**config.mk**
```make
export PLATFORM = sky130hd
export DESIGN_NAME = ws2812b_frame_ctrl
export DESIGN_NICKNAME = d
export VERILOG_FILES = /design/src/rtl/ws2812b_frame_ctrl.sv
export SDC_FILE = /design/constraint.sdc
export NUM_CORES = 1
export LEC_CHECK = 0
export CAP_MARGIN = 10
export CORE_MARGIN = 10
export CORE_UTILIZATION = 50
export CTS_CLUSTER_DIAMETER = 60
export DETAILED_ROUTE_END_ITERATION = 6
export PLACE_DENSITY = 0.67
export SETUP_SLACK_MARGIN = 0.2
export SLEW_MARGIN = 5
export SYNTH_ARGS = -nofsm -noshare
export SYNTH_HDL_FRONTEND = slang
export SYNTH_SLANG_ARGS = --single-unit
export TNS_END_PERCENT = 1
```
**constraint.sdc**
```tcl
create_clock -name clk -period 4.1 [get_ports clk]
set_input_delay 0.82 -clock clk [delete_from_list [all_inputs] [get_ports clk]]
set_output_delay 0.82 -clock clk [all_outputs]
set_load 0.005 [all_outputs]
```
**src/rtl/ws2812b_frame_ctrl.sv**
```systemverilog
// WS2812B frame scheduler: double-buffered pixel store, refresh tick divider, and a
// FETCH/SEND/DRAIN/LATCH sequencer feeding a 24-bit pixel encoder over valid/ready.
module ws2812b_frame_ctrl #(
   parameter int LED_COUNT    = 8,
   parameter int AW           = 3,
   parameter int CLK_HZ       = 12000000,
   parameter int REFRESH_HZ   = 120,
   parameter int LATCH_CYCLES = 1200
) (
   input  logic          clk,
   input  logic          rst,
   input  logic          wr_en,
   input  logic [AW-1:0] wr_addr,
   input  logic [23:0]   wr_data,
   input  logic          commit,
   output logic          pix_valid,
   output logic [23:0]   pix_data,
   input  logic          pix_ready,
   input  logic          enc_idle,
   output logic          latch,
   output logic          frame_done,
   output logic          commit_pending,
   output logic          overrun
);

   localparam int PERIOD = CLK_HZ / REFRESH_HZ;
   localparam int DW     = (PERIOD > 1) ? $clog2(PERIOD) : 1;
   localparam int LW     = (LATCH_CYCLES > 1) ? $clog2(LATCH_CYCLES) : 1;
   localparam int DEPTH  = 2 ** AW;

   localparam logic [DW-1:0] DIV_LAST = DW'(PERIOD - 1);
   localparam logic [LW-1:0] LAT_LAST = LW'(LATCH_CYCLES - 1);
   localparam logic [AW-1:0] IDX_LAST = AW'(LED_COUNT - 1);
   localparam logic [AW:0]   LED_N    = (AW + 1)'(LED_COUNT);

   typedef enum logic [2:0] {
      S_IDLE,
      S_FETCH,
      S_SEND,
      S_DRAIN,
      S_LATCH
   } state_t;

   state_t        state_q, state_d;
   logic [DW-1:0] div_q, div_d;
   logic [AW-1:0] idx_q, idx_d;
   logic [LW-1:0] lat_q, lat_d;
   logic          bank_sel_q, bank_sel_d;
   logic          has_frame_q, has_frame_d;
   logic          commit_pending_q, commit_pending_d;
   logic          overrun_q, overrun_d;
   logic          start_pend_q, start_pend_d;
   logic          frame_done_q, frame_done_d;
   logic [23:0]   pix_data_q, pix_data_d;

   // Bank bank_sel_q is displayed; the other bank is the host's write target.
   logic [23:0]   pix_mem [0:1][0:DEPTH-1];

   logic          tick;
   logic          go;
   logic          swap;
   logic          mem_we;

   assign tick   = (div_q == DIV_LAST);
   assign go     = (tick || start_pend_q) && (has_frame_q || commit_pending_q);
   assign swap   = (state_q == S_IDLE) && go && commit_pending_q;
   assign mem_we = wr_en && ({1'b0, wr_addr} < LED_N);

   always_ff @(posedge clk) begin
      if (mem_we) begin
         pix_mem[~bank_sel_q][wr_addr] <= wr_data;
      end
   end

   always_ff @(posedge clk) begin
      if (rst) begin
         state_q <= S_IDLE;
      end else begin
         state_q <= state_d;
      end
   end

   always_comb begin
      state_d = state_q;
      case (state_q)
         S_IDLE: begin
            if (go) begin
               state_d = S_FETCH;
            end
         end
         S_FETCH: begin
            state_d = S_SEND;
         end
         S_SEND: begin
            if (pix_ready) begin
               state_d = (idx_q == IDX_LAST) ? S_DRAIN : S_FETCH;
            end
         end
         S_DRAIN: begin
            if (enc_idle) begin
               state_d = S_LATCH;
            end
         end
         S_LATCH: begin
            if (lat_q == LAT_LAST) begin
               state_d = S_IDLE;
            end
         end
         default: begin
            state_d = S_IDLE;
         end
      endcase
   end

   always_comb begin
      div_d            = tick ? '0 : div_q + 1'b1;
      idx_d            = idx_q;
      lat_d            = lat_q;
      bank_sel_d       = bank_sel_q;
      has_frame_d      = has_frame_q;
      overrun_d        = overrun_q;
      start_pend_d     = start_pend_q;
      pix_data_d       = pix_data_q;
      frame_done_d     = 1'b0;
      commit_pending_d = swap ? 1'b0 : (commit_pending_q || commit);

      if (swap) begin
         bank_sel_d  = ~bank_sel_q;
         has_frame_d = 1'b1;
      end

      // A tick mid-frame is remembered as a single queued start.
      if (tick && (state_q != S_IDLE)) begin
         overrun_d    = 1'b1;
         start_pend_d = 1'b1;
      end

      case (state_q)
         S_IDLE: begin
            if (go) begin
               idx_d        = '0;
               start_pend_d = 1'b0;
            end
         end
         S_FETCH: begin
            pix_data_d = pix_mem[bank_sel_q][idx_q];
         end
         S_SEND: begin
            if (pix_ready && (idx_q != IDX_LAST)) begin
               idx_d = idx_q + 1'b1;
            end
         end
         S_DRAIN: begin
            lat_d = '0;
         end
         S_LATCH: begin
            lat_d        = lat_q + 1'b1;
            frame_done_d = (lat_q == LAT_LAST);
         end
         default: begin
            idx_d = '0;
         end
      endcase
   end

   always_ff @(posedge clk) begin
      if (rst) begin
         div_q            <= '0;
         idx_q            <= '0;
         lat_q            <= '0;
         bank_sel_q       <= 1'b0;
         has_frame_q      <= 1'b0;
         commit_pending_q <= 1'b0;
         overrun_q        <= 1'b0;
         start_pend_q     <= 1'b0;
         frame_done_q     <= 1'b0;
         pix_data_q       <= '0;
      end else begin
         div_q            <= div_d;
         idx_q            <= idx_d;
         lat_q            <= lat_d;
         bank_sel_q       <= bank_sel_d;
         has_frame_q      <= has_frame_d;
         commit_pending_q <= commit_pending_d;
         overrun_q        <= overrun_d;
         start_pend_q     <= start_pend_d;
         frame_done_q     <= frame_done_d;
         pix_data_q       <= pix_data_d;
      end
   end

   always_comb begin
      pix_valid      = (state_q == S_SEND);
      latch          = (state_q == S_LATCH);
      pix_data       = pix_data_q;
      frame_done     = frame_done_q;
      commit_pending = commit_pending_q;
      overrun        = overrun_q;
   end

endmodule

```
==> results_dict.tcl <==
set metrics [dict create \
    status "completed" \
    portBuffers 61 \
    p_per_area_mw_per_mm2 471 \
    pwr-share-clk 0.451 \
    drv_cap 0 \
    drive_gt1_frac 0.245 \
    cp.arrival_ps 2370 \
    r2r_end "pix_data[0]$_SDFFE_PP0P_" \
    critical_path_required_ps 3280 \
    vias 8510 \
    cts_root_buf "clkbuf_16" \
    hp-start "div_q[0]$_SDFF_PP0_" \
    route.met2.wl_um 18100 \
    antenna_found_initial 0 \
    p_leak_nw 6.29 \
    ant_nets 0 \
    coreArea_mm2 0.0336 \
    rows 67 \
    clk_pin_slew_ps 60 \
    endpoint_kind "output pin" \
    grt_use_total 0.175 \
    max_slew_margin 0.351 \
    netlist_area_mm2 0.0171 \
    rsz0062_at_grt "false" \
    placed_area_mm2 0.0184 \
    hold_class "reg -> reg" \
    cts_tree "yes" \
    nets 1005 \
    htree_levels 2 \
    finalSetupViolCount 0 \
    drtIter0Drc 707 \
    finalCritPeriodShare 0.778 \
    p_int_mw 7.58 \
    wl_per_cell_um 24.8 \
    stdcell_count 1453 \
    drcViolationCount 0 \
    r2r_cells 6 \
    fin_hold_ws_ps 467 \
    cts_inserted_buffers 46 \
    postCtsSetupRepairBufs 0 \
    max_freq_ghz 0.314 \
    fin_setup_tns_ps 0 \
    start_util 0.509 \
    syn2layout_area_growth_pct 16.4 \
    hold_violations 0 \
    grt_max_degree 97 \
    die_area_mm2 0.0420 \
    synth.net_count 918 \
    fin_crit_ps 3190 \
    seqPwrFrac 0.533 \
    reg2reg_from "state_q[0]$_SDFFE_PP0P_" \
    dr.max_layer_used "met4" \
    cp_max_fo 12 \
    ys_seq_area_frac 0.750 \
    hold_end "div_q[0]$_SDFF_PP0_" \
    die_x_um 205 \
    viasPerCell 5.86 \
    synth_edf_count 384 \
    cts_sinks 449 \
    finClkSkew_ps 18.1 \
    hold_depth 1 \
    async_flop_share 0 \
    cp-start-kind "flip-flop" \
    p_sw_frac 0.193 \
    diodes 0 \
    first_global_vias 8817 \
    fin_area_mm2 0.0199 \
    grt_pass1_wl_um 55600 \
    route.met3.wl_um 2140 \
    die_y_um 205 \
    ctsResizeCount 0 \
    tightest_slew_ps 971 \
    ys.flop_type "edfxtp_1" \
    overflow 0 \
    drt-total-wl_um 36100 \
    ctsHoldBuffers 0 \
    synth_cell_types 51 \
    synth-seq-cells 449 \
    netlist_instances 881 \
    hpwlAfterDp_um 20400 \
    p_switching_mw 1.81 \
    reg2reg_slack_ps 1520 \
    gp_congestion 0.768 \
    dp_cells 1368 \
    firstDrtPassIters 5 \
    synth_area_per_cell_um2 19.4 \
    met1_length_um 15200 \
    slew_violations 0 \
    comb_power_share 0.016 \
    io_pins 62 \
    clk_path_buf_depth 3 \
    path_class "reg -> out" \
    ir_worst_vdd_mv 0.396 \
    synth_warnings 0 \
    clkLatencyLatePin_ps 560 \
]
critical path: stages, from the launching register on:
cell	delay (ps)
dfxtp_1	550
or3b_1	390
clkinv_1	330
clkdlybuf4s50_1	540
flip-flops by register name, summed over array words and instances, names as in the netlist, named ones only:
signal / flops
pix_data: 24
has_frame_q: 1
idx_q: 3
commit_pending: 1
div_q: 17
start_pend_q: 1
bank_sel_q: 1
state_q: 3
overrun: 1
pix_mem: 384
lat_q: 11
frame_done: 1
through the flow:
stage / utilization / worst slack (ps) / power (mW)
after floorplan: - / 684 / 5.14
after global placement: 0.547 / 994 / 5.25
after detailed placement: 0.547 / 874 / 5.25
after CTS: 0.593 / 874 / 9.48
after global routing: 0.593 / 724 / 9.68
final: 0.593 / 912 / 9.39
metal layers:
layer | up-vias | track usage
li1 | 3744 | -
met1 | 4459 | 0.236
met2 | 262 | 0.289
met3 | 45 | 0.0336
met4 | 0 | 0.0467
met5 | - | 0
power groups by stage:
stage | logic [mW] | clock network, mW | registers, mW
after floorplan | 0.0343 | 0 | 5.10
after global placement | 0.144 | 0 | 5.10
after detailed placement | 0.149 | 0 | 5.10
after CTS | 0.148 | 4.32 | 5.01
after global routing | 0.159 | 4.52 | 5.01
final | 0.146 | 4.24 | 5.01
placed cells by master, fill, tap and decap left out, types with 3 or more instances in the layout:
cell             Yosys  layout
nand3_1             14      14
mux2_2              28      28
xor2_1              11      11
and3_1               6       6
nor3_1              11       5
nor2_1              58      45
clkinv_2             0       8
nand4_1              5       5
and2_1               3       3
ha_1                 4       4
bufinv_16            0       6
dfxtp_1             65      62
mux4_2              96      96
o21ai_0              3       3
nor3_2               1       7
xnor2_1              5       5
clkbuf_8             1       3
inv_1                3       3
clkbuf_16            0      47
nand3b_1             4       4
buf_4                2      19
edfxtp_1           384     384
a211oi_1             3       3
mux2i_1              3       3
clkinv_1             1       9
nand2b_1             6       6
a22oi_1             49      49
a21oi_1             13      13
nor2_4               0      12
nand2_1             40      40
clkbuf_1            22       9
clkdlybuf4s50_1      0      61
area by class of cell:
class	count	area, um^2
timing repair buffer	81	773
fill	2398	13700
tap	448	561
sequential	449	12800
clock buffer	59	1250
multi-input combinational	386	4190
clock inverter	26	302
inverter	4	15.0
cell usage after synthesis, types with 4 or more instances:
cell | instances | area [um^2]
edfxtp_1 | 384 | 11500
mux4_2 | 96 | 2160
dfxtp_1 | 65 | 1300
nor2_1 | 58 | 218
a22oi_1 | 49 | 368
nand2_1 | 40 | 150
mux2_2 | 28 | 315
clkbuf_1 | 22 | 82.6
nand3_1 | 14 | 70.1
a21oi_1 | 13 | 65.1
buf_2 | 12 | 60.1
nor3_1 | 11 | 55.1
xor2_1 | 11 | 96.3
and3_1 | 6 | 37.5
nand2b_1 | 6 | 37.5
nand4_1 | 5 | 31.3
xnor2_1 | 5 | 43.8
ha_1 | 4 | 50.1
nand3b_1 | 4 | 30.0
worst max-delay path by stage:
| stage | startpoint | endpoint | slack, ps | depth (start not counted) |
|---|---|---|---|---|
| final | state_q[0]$_SDFFE_PP0P_ | latch | 910 | 3 |
| after global placement | wr_en | pix_mem[1][132]$_DFFE_PP_ | 990 | 4 |
| after CTS | state_q[0]$_SDFFE_PP0P_ | latch | 870 | 3 |
| after floorplan | wr_addr[2] | pix_mem[1][168]$_DFFE_PP_ | 680 | 2 |
| after detailed placement | rst | pix_data[14]$_SDFFE_PP0P_ | 870 | 7 |
| after global routing | state_q[0]$_SDFFE_PP0P_ | latch | 720 | 3 |
kinds of logic (layout without fill, tap and decap cells):
kind of cell,Yosys count,in the layout,synth area share
AO/OA/AOI/OAI,73,73,0.0306
XOR/XNOR,16,16,0.00819
adder cells (fa/ha/maj),4,4,0.00292
buffers and inverters,46,170,0.0134
flip-flops,449,449,0.750
multiplexers,128,128,0.147
AND/OR/NAND/NOR,165,165,0.0480
(Power assumes the default switching activity.)
